### src/rtl/fcpu_pkg.sv
// Shared CPU-wide types and widths: common data bus layout and arbitration policy.
package fcpu_pkg;

    localparam int RSV_ID_W = 16;
    localparam int DATA_W   = 32;
    localparam int CDB_W    = RSV_ID_W + DATA_W;

    typedef enum logic {
        ARB_FIXED,
        ARB_RR
    } arb_mode_t;

    // Index width for n requesters; a single requester still gets one bit.
    function automatic int idx_w(input int n);
        return (n > 1) ? $clog2(n) : 1;
    endfunction

    // Encodes a one-hot vector (up to 16 bits) into its bit index.
    function automatic logic [3:0] oh_idx(input logic [15:0] oh);
        logic [15:0] v;
        logic [3:0]  r;
        v = oh;
        r = '0;
        for (int i = 0; i < 16; i++) begin
            if (v[0]) begin
                r = 4'(i);
            end
            v = v >> 1;
        end
        return r;
    endfunction

endpackage

### src/rtl/rr_arbiter.sv
// Round-robin grant selection with a registered search pointer; the pointer
// moves one past the granted requester so every requester is served in turn.
module rr_arbiter
    import fcpu_pkg::*;
#(
    parameter int N = 3
) (
    input  logic                  clk,
    input  logic                  nrst,
    input  logic [N-1:0]          req,
    input  logic                  en,
    output logic [N-1:0]          gnt,
    output logic [idx_w(N)-1:0]   gnt_idx
);

    localparam int IDX_W = idx_w(N);

    logic [IDX_W-1:0] ptr_reg;
    logic [IDX_W-1:0] ptr_next;
    logic [N-1:0]     hi_mask;
    logic [N-1:0]     req_hi;
    logic [N-1:0]     pick;
    logic [N-1:0]     gnt_raw;

    // Requests at or above ptr win first; otherwise wrap to the lowest request.
    assign hi_mask = ~((N'(1) << ptr_reg) - N'(1));
    assign req_hi  = req & hi_mask;
    assign pick    = (|req_hi) ? req_hi : req;
    assign gnt_raw = pick & (~pick + N'(1));
    assign gnt     = en ? gnt_raw : '0;
    assign gnt_idx = IDX_W'(oh_idx(16'(gnt_raw)));

    always_comb begin
        ptr_next = ptr_reg;
        if (|gnt) begin
            ptr_next = (gnt_idx == IDX_W'(N - 1)) ? '0 : gnt_idx + 1'b1;
        end
    end

    always_ff @(posedge clk or negedge nrst) begin
        if (!nrst) begin
            ptr_reg <= '0;
        end else begin
            ptr_reg <= ptr_next;
        end
    end

endmodule

### src/rtl/cdb_arbiter.sv
// Common data bus arbiter: picks one functional-unit result per cycle and
// broadcasts it from a register one cycle later; flush blocks all grants.
module cdb_arbiter
    import fcpu_pkg::*;
#(
    parameter int        N_UNITS  = 3,
    parameter arb_mode_t ARB_MODE = ARB_RR,
    parameter int        CDB_W    = fcpu_pkg::CDB_W
) (
    input  logic                        clk,
    input  logic                        nrst,
    input  logic [N_UNITS*CDB_W-1:0]    units_cdb,
    input  logic [N_UNITS-1:0]          units_cdb_valid,
    output logic [N_UNITS-1:0]          units_cdb_ready,
    input  logic                        flush,
    output logic [CDB_W-1:0]            cdb,
    output logic                        cdb_valid,
    output logic [idx_w(N_UNITS)-1:0]   cdb_src
);

    localparam int SRC_W = idx_w(N_UNITS);

    logic                en;
    logic [N_UNITS-1:0]  gnt;
    logic [SRC_W-1:0]    gnt_idx;
    logic                xfer;
    logic [CDB_W-1:0]    word_sel;

    logic [CDB_W-1:0]    cdb_reg;
    logic                cdb_valid_reg;
    logic [SRC_W-1:0]    cdb_src_reg;

    // Reset is folded in so no ready can escape while nrst is low.
    assign en = nrst & ~flush;

    generate
        if (ARB_MODE == ARB_RR) begin : g_rr
            rr_arbiter #(
                .N (N_UNITS)
            ) u_rr_arbiter (
                .clk     (clk),
                .nrst    (nrst),
                .req     (units_cdb_valid),
                .en      (en),
                .gnt     (gnt),
                .gnt_idx (gnt_idx)
            );
        end else begin : g_fixed
            logic [N_UNITS-1:0] req_en;
            assign req_en  = units_cdb_valid & {N_UNITS{en}};
            assign gnt     = req_en & (~req_en + N_UNITS'(1));
            assign gnt_idx = SRC_W'(oh_idx(16'(gnt)));
        end
    endgenerate

    assign units_cdb_ready = gnt;
    assign xfer            = |gnt;
    assign word_sel        = CDB_W'(units_cdb >> (int'(gnt_idx) * CDB_W));

    always_ff @(posedge clk or negedge nrst) begin
        if (!nrst) begin
            cdb_reg       <= '0;
            cdb_valid_reg <= 1'b0;
            cdb_src_reg   <= '0;
        end else begin
            cdb_valid_reg <= xfer;
            if (xfer) begin
                cdb_reg     <= word_sel;
                cdb_src_reg <= gnt_idx;
            end
        end
    end

    assign cdb       = cdb_reg;
    assign cdb_valid = cdb_valid_reg;
    assign cdb_src   = cdb_src_reg;

endmodule

### config.mk
export PLATFORM = sky130hd
export DESIGN_NAME = cdb_arbiter
export DESIGN_NICKNAME = d
export VERILOG_FILES = /design/src/rtl/fcpu_pkg.sv /design/src/rtl/rr_arbiter.sv /design/src/rtl/cdb_arbiter.sv
export SDC_FILE = /design/constraint.sdc
export NUM_CORES = 1
export LEC_CHECK = 0
export ABC_AREA = 1
export CAP_MARGIN = 0
export CELL_PAD_IN_SITES_DETAIL_PLACEMENT = 0
export CELL_PAD_IN_SITES_GLOBAL_PLACEMENT = 1
export CORE_ASPECT_RATIO = 2
export CORE_MARGIN = 2
export CORE_UTILIZATION = 25
export CTS_CLUSTER_SIZE = 10
export DETAILED_ROUTE_END_ITERATION = 12
export HOLD_SLACK_MARGIN = 0.15
export PLACE_DENSITY = 0.78
export SLEW_MARGIN = 10
export SYNTH_ARGS = -nofsm -noshare
export SYNTH_HDL_FRONTEND = slang
export SYNTH_SLANG_ARGS = --single-unit
### constraint.sdc
create_clock -name clk -period 2 [get_ports clk]
set_input_delay 0.4 -clock clk [delete_from_list [all_inputs] [get_ports clk]]
set_output_delay 0.4 -clock clk [all_outputs]
set_load 0.02 [all_outputs]
-- Yosys cells after proc, flatten, opt, wreduce, memory -nomap -nowiden
Cells that the tools add are included.
- add/sub/neg operators: 3
- multipliers: 1
- equality and inequality tests: 1
- shifts and indexed selects: 2
- mux-type cells: 5
- bitwise logic cells: 6
- reduce and logical (&&, ||, !) cells: 2
- operator list (operator ; number):
    >> shifter 144 x 8 -> 48 bit ; 1
    bitwise AND 3 bit ; 2
    two-way mux 3 bit ; 2
    NOT 3 bit ; 2
    OR reduction 3 bit ; 2
    multiplier 2 x 2 -> 4 bit (second input constant) ; 1
    two-way mux 2 bit ; 2
    adder 3 x 1 -> 3 bit (second input constant) ; 1
    << shifter 1 x 2 -> 3 bit (first input constant) ; 1
    subtractor 3 x 2 -> 3 bit (second input constant) ; 1
    adder 2 x 1 -> 2 bit (second input constant) ; 1
    == test 2 bit (second input constant) ; 1
    bitwise AND 1 bit ; 1
    two-way mux 1 bit ; 1
    NOT 1 bit ; 1
- register bits: 53
- bits of input ports: 150
- output and inout bits: 54
- word-level logic and storage cells: 24

-- Depth between registers and ports, before layout
Gate-level depths: netlist of run 1.
- depth after elaboration: 13
- gate-level depth with buffers: 12
- depth with buffers taken out: 10

-- Modules after synthesis
Synthesis of run 1 repeated with hierarchy kept, for this count alone.
- cells, all modules: 601
- area total of the unflattened synthesis: 3515.9 µm²
- modules (own cells, without submodules) (module ; instances ; cells an instance ; area each (µm²) ; sequential area each (µm²)):
    cdb_arbiter ; 1 ; 572 ; 3321.9 ; 1276.2
    rr_arbiter ; 1 ; 29 ; 193.9 ; 50.0

-- Worst setup path after synthesis of run 1
OpenSTA, ideal clock, no wires.
- kind: input to output
- start: in units_cdb_valid[2]
- end: out units_cdb_ready[1]
- data arrival time: 1395 ps
- required time: 1600 ps
- setup slack: 205 ps
- stages: 7
- path buffers: 2
- cell sequence: buf_2 nand2_1 nor2_1 nor2_1 nand2_1 clkbuf_1 nor2_1
- longest elaborated chain between the ends: 7
- ends and longest elaborated chain (element ; RTL line ; RTL):
    from (decl) ; cdb_arbiter.sv:13 ; input logic [N_UNITS-1:0] units_cdb_valid,
    bitwise AND 3 bit (*) ; rr_arbiter.sv:27 ; assign req_hi = req & hi_mask;
    OR reduction 3 bit (*) ; rr_arbiter.sv:28 ; assign pick = (|req_hi) ? req_hi : req;
    two-way mux 3 bit (*) ; rr_arbiter.sv:28 ;
    NOT 3 bit ; rr_arbiter.sv:29 ; assign gnt_raw = pick & (~pick + N'(1));
    adder 3 x 1 -> 3 bit ; rr_arbiter.sv:29 ;
    bitwise AND 3 bit (*) ; rr_arbiter.sv:29 ;
    two-way mux 3 bit (*) ; rr_arbiter.sv:30 ; assign gnt = en ? gnt_raw : '0;
    to (decl) ; cdb_arbiter.sv:14 ; output logic [N_UNITS-1:0] units_cdb_ready,
Every way passes the cells marked *; elsewhere a longest branch is shown, timed or not.

-- Worst setup path after layout of run 1
- start: in units_cdb_valid[0]
- end: out units_cdb_ready[0]
- longest elaborated chain between the ends: 7
- ends and longest elaborated chain (element ; RTL line):
    bitwise AND 3 bit ; rr_arbiter.sv:27
    OR reduction 3 bit ; rr_arbiter.sv:28
    two-way mux 3 bit (*) ; rr_arbiter.sv:28
    NOT 3 bit ; rr_arbiter.sv:29
    adder 3 x 1 -> 3 bit ; rr_arbiter.sv:29
    bitwise AND 3 bit (*) ; rr_arbiter.sv:29
    two-way mux 3 bit (*) ; rr_arbiter.sv:30
Marks and branches as above.

==> run summary, run 1 <==
Outcome -> finished, final reports clean
Synth area leader -> dfrtp_1
DR DRC count -> 0
Routed vias -> 4396
Largest family of logic cells by synthesized area -> simple AND/OR/NAND/NOR gates
Hold Fails Final Rpt -> 0
Num rows -> 63
Synth area leaders -> dfrtp_1 (35%), nand2_1 (25%), nand3_1 (13%)
Max-slew headroom -> 53.9%
Fin area -> 6280 µm²
R2R depth -> 9
Compound-Gate Fraction of Synth Area -> 0.706%
Total gr overflow -> 0
GRT Total Usage -> 17.2%
DRT Wirelength -> 13.7 mm
Placed Area -> 6000 µm²
Met2 GRT Util -> 28.8%
Num CTS Buffers -> 5
Post-synth net total -> 761
Worst setup EP type -> output port
Yosys top cell area share -> 35.0%
DR vias/cell -> 4.40
Cells after Synth -> 611
Type of the worst min-delay path -> in -> async
Register area share after synthesis -> 35.0%
Post-DRT Antenna Nets -> 0
Die height -> 177 µm
CP arrival -> 1.51 ns
IR drop worst, VDD -> 0.321 mV
Crit path kind -> in -> out
Max-cap violations -> 0
Synthesis-stage register bit count -> 52
First-pass DRT Iterations -> 4
XOR/XNOR share of the synthesized area -> 0%
Worst-Skew Late Latency -> 0.30 ns
Multiplexer share of the synthesized area -> 0%
Synth unique cells -> 18
GRT met1 Usage -> 21.5%
Max reg flops -> 48
Initial Util -> 25.4%
GPL Wtd Cong -> 0.846
Period utilization -> 95.5%
Max Clock Freq -> 0.524 GHz
Internal reg-to-reg setup slack -> 0.13 ns
Power density over the cells -> 811 nW/µm²
Die area -> 15900 µm²
Hold Slack -> 0.259 ns
Commonest cells after routing, fill and taps aside -> nand2_1 (245), clkdlybuf4s50_1 (197), inv_1 (100)
Global-route wire length before repair -> 22.4 mm
Cell Area, Synth -> 3720 µm²
Pin count of the biggest net entering global routing -> 53
Critical Path Fanout Max -> 3
Simple-gate portion of the synthesized area -> 47.8%
Setup Viol. Count Final -> 0
Root Driver -> clkbuf_16
Worst-Margin Slew -> 0.692 ns
DR iter-0 viols -> 131
CTS tree -> built
Max Buffers Root-to-Sink -> 2
Crit start category -> input port
Worst r2r src -> cdb_src[0]
Ports -> 204
Most common cell after layout, fill and taps aside -> nand2_1
Syn-to-layout area delta -> 68.7%
Layout Nets -> 953
CTS Sinks -> 52
Pleak -> 3.30 nW
CP required -> 1.60 ns
Total chip power -> 0.00509 W
Clock skew -> 0.00490 ns
RSZ-0062 raised after global routing -> yes
GRT busiest layer -> met2
GR Util met3 -> 5.12%
Max-slew violation count -> 0
N_diodes -> 0
Ys Warns -> 0
Worst setup slack after layout -> 0.0898 ns
Core area -> 14700 µm²
Initial antenna violation count -> 0
Vias in the first global route -> 4443
Port Buffers -> 203
Post-Synth Adder-Cell Area -> 0%
DIE WIDTH -> 90.3 µm
Share of layout cells above drive strength 1 -> 6.84%
Synth Area per Inst -> 6.09 µm²
DP HPWL -> 10.1 mm
R2R Path End -> cdb_src[0]
Clk slew on worst S/H paths -> 0.07 ns
Post-Place Worst Slack -> -0.375 ns
Max H-tree Level -> 2
Mean routed wirelength per cell -> 13.7 µm
Min Tclk post-route -> 1.91 ns
power breakdown:
group	internal, W	switching [W]
clock	0.000628	0.000399
sequential	0.00135	0.000182
combinational	0.00120	0.00133
cell families (layout without fill, tap and decap cells):
kind of cell    count (synthesis)  count (layout)
compound gates                  5               5
buf+inv                       149             342
flops                          52              52
simple gates                  405             405
timing repair:
| action | 4_1_cts | 5_1_grt |
|---|---|---|
| gates cloned | 1 | 0 |
| pin swaps | 1 | 2 |
| setup buffers | 5 | 0 |
| hold buffers | 0 | 0 |
| gates resized for setup | 15 | 3 |
| endpoints found under the setup margin | 4 | 10 |
critical path, cell delays in order:
cell and delay, ns:
clkdlybuf4s50_1 0.51, nand3_2 0.14, nor2_1 0.16, clkdlybuf4s15_2 0.30
layer usage:
layer,vias to the layer above,wire length (µm)
met2,194,6230
met5,-,0
met3,5,1220
met4,0,141
met1,1922,6070
li1,2275,-
cell type report:
type,instances,area (µm²)
Fill cell,1564,8380
Timing Repair Buffer,232,2310
Multi-Input combinational cell,410,1860
Sequential cell,52,1300
Inverter,102,383
Tap cell,195,244
Clock buffer,6,139
Clock inverter,2,38.8
per-stage QoR:
step / std cells / setup TNS, ns / utilization [%]
after floorplan: 611 / 0 / -
after global placement: 985 / -13.28 / 40.9
after detailed placement: 985 / -13.66 / 40.9
after CTS: 999 / 0 / 42.8
after global routing: 999 / -0.00437 / 42.8
final: 999 / 0 / 42.8
Yosys cell counts:
library cell and n:
buf_2 20, nor2_2 1, a31oi_1 1, buf_1 3, buf_4 4, nor2_4 1, inv_1 101, inv_2 1
nand3_1 99, nand3_2 1, clkbuf_1 18, buf_6 2, nand2_1 249, dfrtp_1 52, nor2_1 6, a21oi_1 2
nand4_1 48, o21ai_0 2
how the worst max path moves through the flow:
stage | start | to | cells past startpoint
after floorplan | units_cdb_valid[2] | units_cdb_ready[1] | 7
after global placement | units_cdb_valid[1] | units_cdb_ready[1] | 8
after detailed placement | units_cdb_valid[1] | units_cdb_ready[1] | 8
after CTS | g_rr.u_rr_arbiter.ptr_reg[0] | units_cdb_ready[2] | 7
after global routing | cdb_src[0] | cdb_src[0] | 9
final | units_cdb_valid[0] | units_cdb_ready[0] | 4
(Power assumes the default switching activity.)
==> run 2, diff against run 1 <==
--- a/config.mk
+++ b/config.mk
@@ -11,7 +11,7 @@
 export CELL_PAD_IN_SITES_GLOBAL_PLACEMENT = 1
 export CORE_ASPECT_RATIO = 2
 export CORE_MARGIN = 2
-export CORE_UTILIZATION = 25
+export CORE_UTILIZATION = 24
 export CTS_CLUSTER_SIZE = 10
 export DETAILED_ROUTE_END_ITERATION = 12
 export HOLD_SLACK_MARGIN = 0.15
@@ -19,4 +19,5 @@
 export SLEW_MARGIN = 10
 export SYNTH_ARGS = -nofsm -noshare
 export SYNTH_HDL_FRONTEND = slang
+export SYNTH_HIERARCHICAL = 1
 export SYNTH_SLANG_ARGS = --single-unit
==> run 2 against run 1 <==
  * Via count fell by 5.1%
  * First-iteration DRC count rose by 8.4%
  * Total power rose by 25%
  * Routed wire length rose by 1.9%
  * Count of clock-buffer cells in the layout fell by 1
  * Flip-flop and latch count rose by 1
  * Largest cell class unchanged
  * Highest routed layer unchanged
==> run summary, run 2 <==
DR vias/cell -> 4.11
IR drop worst, VDD -> 0.581 mV
Critical Path Fanout Max -> 3
Ports -> 204
Outcome -> finished, final reports clean
CP arrival -> 1.49 ns
Min Tclk post-route -> 1.89 ns
Power density over the cells -> 1010 nW/µm²
Worst setup EP type -> output port
Hold Fails Final Rpt -> 0
Register area share after synthesis -> 37.7%
Multiplexer share of the synthesized area -> 0%
First-pass DRT Iterations -> 5
Largest family of logic cells by synthesized area -> simple AND/OR/NAND/NOR gates
CTS Sinks -> 53
Num CTS Buffers -> 5
DIE WIDTH -> 89.6 µm
Num rows -> 62
Layout Nets -> 970
Syn-to-layout area delta -> 79.6%
Synth area leaders -> dfrtp_1 (38%), nand2_1 (37%), inv_1 (11%)
Post-DRT Antenna Nets -> 0
Post-synth net total -> 751
Routed vias -> 4170
Type of the worst min-delay path -> in -> async
Max Clock Freq -> 0.529 GHz
Period utilization -> 94.6%
Synthesis-stage register bit count -> 53
Total chip power -> 0.00638 W
Cells after Synth -> 601
Simple-gate portion of the synthesized area -> 46.5%
Post-Place Worst Slack -> -0.355 ns
Clk slew on worst S/H paths -> 0.07 ns
DRT Wirelength -> 13.9 mm
Crit start category -> input port
Compound-Gate Fraction of Synth Area -> 0.534%
Commonest cells after routing, fill and taps aside -> nand2_1 (345), clkdlybuf4s50_1 (197), inv_1 (103)
Die area -> 15700 µm²
XOR/XNOR share of the synthesized area -> 0%
Setup TNS Final -> 0 ns
Worst-Skew Late Latency -> 0.30 ns
Cell Area, Synth -> 3520 µm²
Share of layout cells above drive strength 1 -> 7.92%
DR DRC count -> 0
Synth area leader -> dfrtp_1
Port Buffers -> 203
Max reg flops -> 48
CP required -> 1.60 ns
Setup Viol. Count Final -> 0
Synth Area per Inst -> 5.85 µm²
Mean routed wirelength per cell -> 13.7 µm
Die height -> 175 µm
Initial antenna violation count -> 1
Max-slew headroom -> 52.5%
Root Driver -> clkbuf_16
GPL Wtd Cong -> 0.899
Top cells by instance count after synthesis -> nand2_1 (345), inv_1 (106), dfrtp_1 (53)
Initial Util -> 24.5%
Max-cap violations -> 0
Pin count of the biggest net entering global routing -> 54
Post-Synth Adder-Cell Area -> 0%
Max stage delay on crit path -> 0.41 ns
Yosys top cell area share -> 37.7%
GRT Total Usage -> 17.1%
Placed insts -> 998
Worst-Margin Slew -> 0.712 ns
Async S/R FF share, synth -> 100%
Vias in the first global route -> 3983
Max H-tree Level -> 2
Synth unique cells -> 17
Worst setup slack after layout -> 0.108 ns
Ys Warns -> 6
Most common cell after layout, fill and taps aside -> nand2_1
Synth Flop Type -> dfrtp_1
Slowest-stage cell, CP -> clkdlybuf4s50_1
Total gr overflow -> 0
DP HPWL -> 10.6 mm
Core area -> 14400 µm²
Hold Slack -> 0.252 ns
Final Non-Filler Cells -> 1014
Max Buffers Root-to-Sink -> 2
Clock skew -> 0.00429 ns
CP cell instances -> clkdlybuf4s50_1, nor2_2, nand4_1, inv_1, clkdlybuf4s15_1
CTS tree -> built
Global-route wire length before repair -> 20.2 mm
EDFF count, synth -> 0
R2R depth -> 14
Max-slew violation count -> 0
DR iter-0 viols -> 142
Crit path kind -> in -> out
Pleak -> 3.46 nW
Most frequent cell after synthesis -> nand2_1
run 2: cell types whose count changed in the layout (fill, tap and decap cells not counted), sizes merged, moves of 2 or more:
| cell | delta |
|---|---|
| dlymetal6s2s | +2 |
| nor2 | -5 |
| clkbuf | +2 |
| inv | +8 |
| nand3 | -48 |
| nand2 | +98 |
| nand4 | -45 |
| buf | +7 |
run 2: worst paths after layout:
path                                               from            endpoint  slack [ns]
min in group clk                                cdb[44]             cdb[44]        0.48
hold reg to reg                                 cdb[44]             cdb[44]        0.48
setup / recovery                                  flush  units_cdb_ready[0]        0.11
hold / removal                                     nrst             cdb[30]        0.25
max in group asynchronous                          nrst             cdb[12]        1.27
setup reg to reg           g_rr.u_rr_arbiter/ptr_reg[0]             cdb[31]        0.16
run 2: kinds of logic after synthesis:
group	Yosys count
simple gates	406
compound gates	3
flops	53
buf+inv	139
run 2: where the power goes:
part | total [W] | internal [W] | switching, W | leakage, nW
Combinational | 0.00362 | 0.00174 | 0.00188 | 2.72
Clock | 0.000894 | 0.000474 | 0.000420 | 0.0744
Sequential | 0.00187 | 0.00158 | 0.000291 | 0.661
run 2: critical path, delay by kind of cell:
family	cells	cell delay (ns)
buffers and inverters	3	0.80
and+or+nand+nor	2	0.29
run 2: cell type report:
| class | instances | area (µm²) |
|---|---|---|
| Inverter | 109 | 412 |
| Multi-Input combinational cell | 409 | 1670 |
| Clock buffer | 5 | 125 |
| Clock inverter | 3 | 26.3 |
| Antenna cell | 1 | 2.50 |
| Tap cell | 192 | 240 |
| Sequential cell | 53 | 1330 |
| Timing Repair Buffer | 242 | 2510 |
| Fill cell | 1549 | 8040 |
run 2: routing by layer:
metal | track usage [%] | vias up | share of wire [%]
li1 | - | 2172 | -
met2 | 33.8 | 131 | 58
met4 | 7.03 | 0 | 3.7
met5 | 0 | - | 0
met3 | 2.13 | 23 | 4.9
met1 | 16.5 | 1844 | 33
run 2: stage by stage:
| step | util (%) | cell area, µm² |
|---|---|---|
| finish | 44.0 | 6310 |
| global route | 44.0 | 6310 |
| CTS | 43.0 | 6180 |
| detailed placement | 42.0 | 6030 |
| global placement | 42.0 | 6030 |
| floorplan | - | 3520 |
run 2: timing repair:
action | 4_1_cts | 5_1_grt
hold buffers | 0 | 0
pin swaps | 0 | 2
cloned | 0 | 3
endpoints found under the setup margin | 3 | 52
buffers inserted | 0 | 4
resized for setup | 9 | 12
==> run 3, diff against run 2 <==
--- a/config.mk
+++ b/config.mk
@@ -16,7 +16,7 @@
 export DETAILED_ROUTE_END_ITERATION = 12
 export HOLD_SLACK_MARGIN = 0.15
 export PLACE_DENSITY = 0.78
-export SLEW_MARGIN = 10
+export SLEW_MARGIN = 20
 export SYNTH_ARGS = -nofsm -noshare
 export SYNTH_HDL_FRONTEND = slang
 export SYNTH_HIERARCHICAL = 1
==> results of run 3 <==
Same layout as run 2: the final DEF is identical, and so are final timing and power.
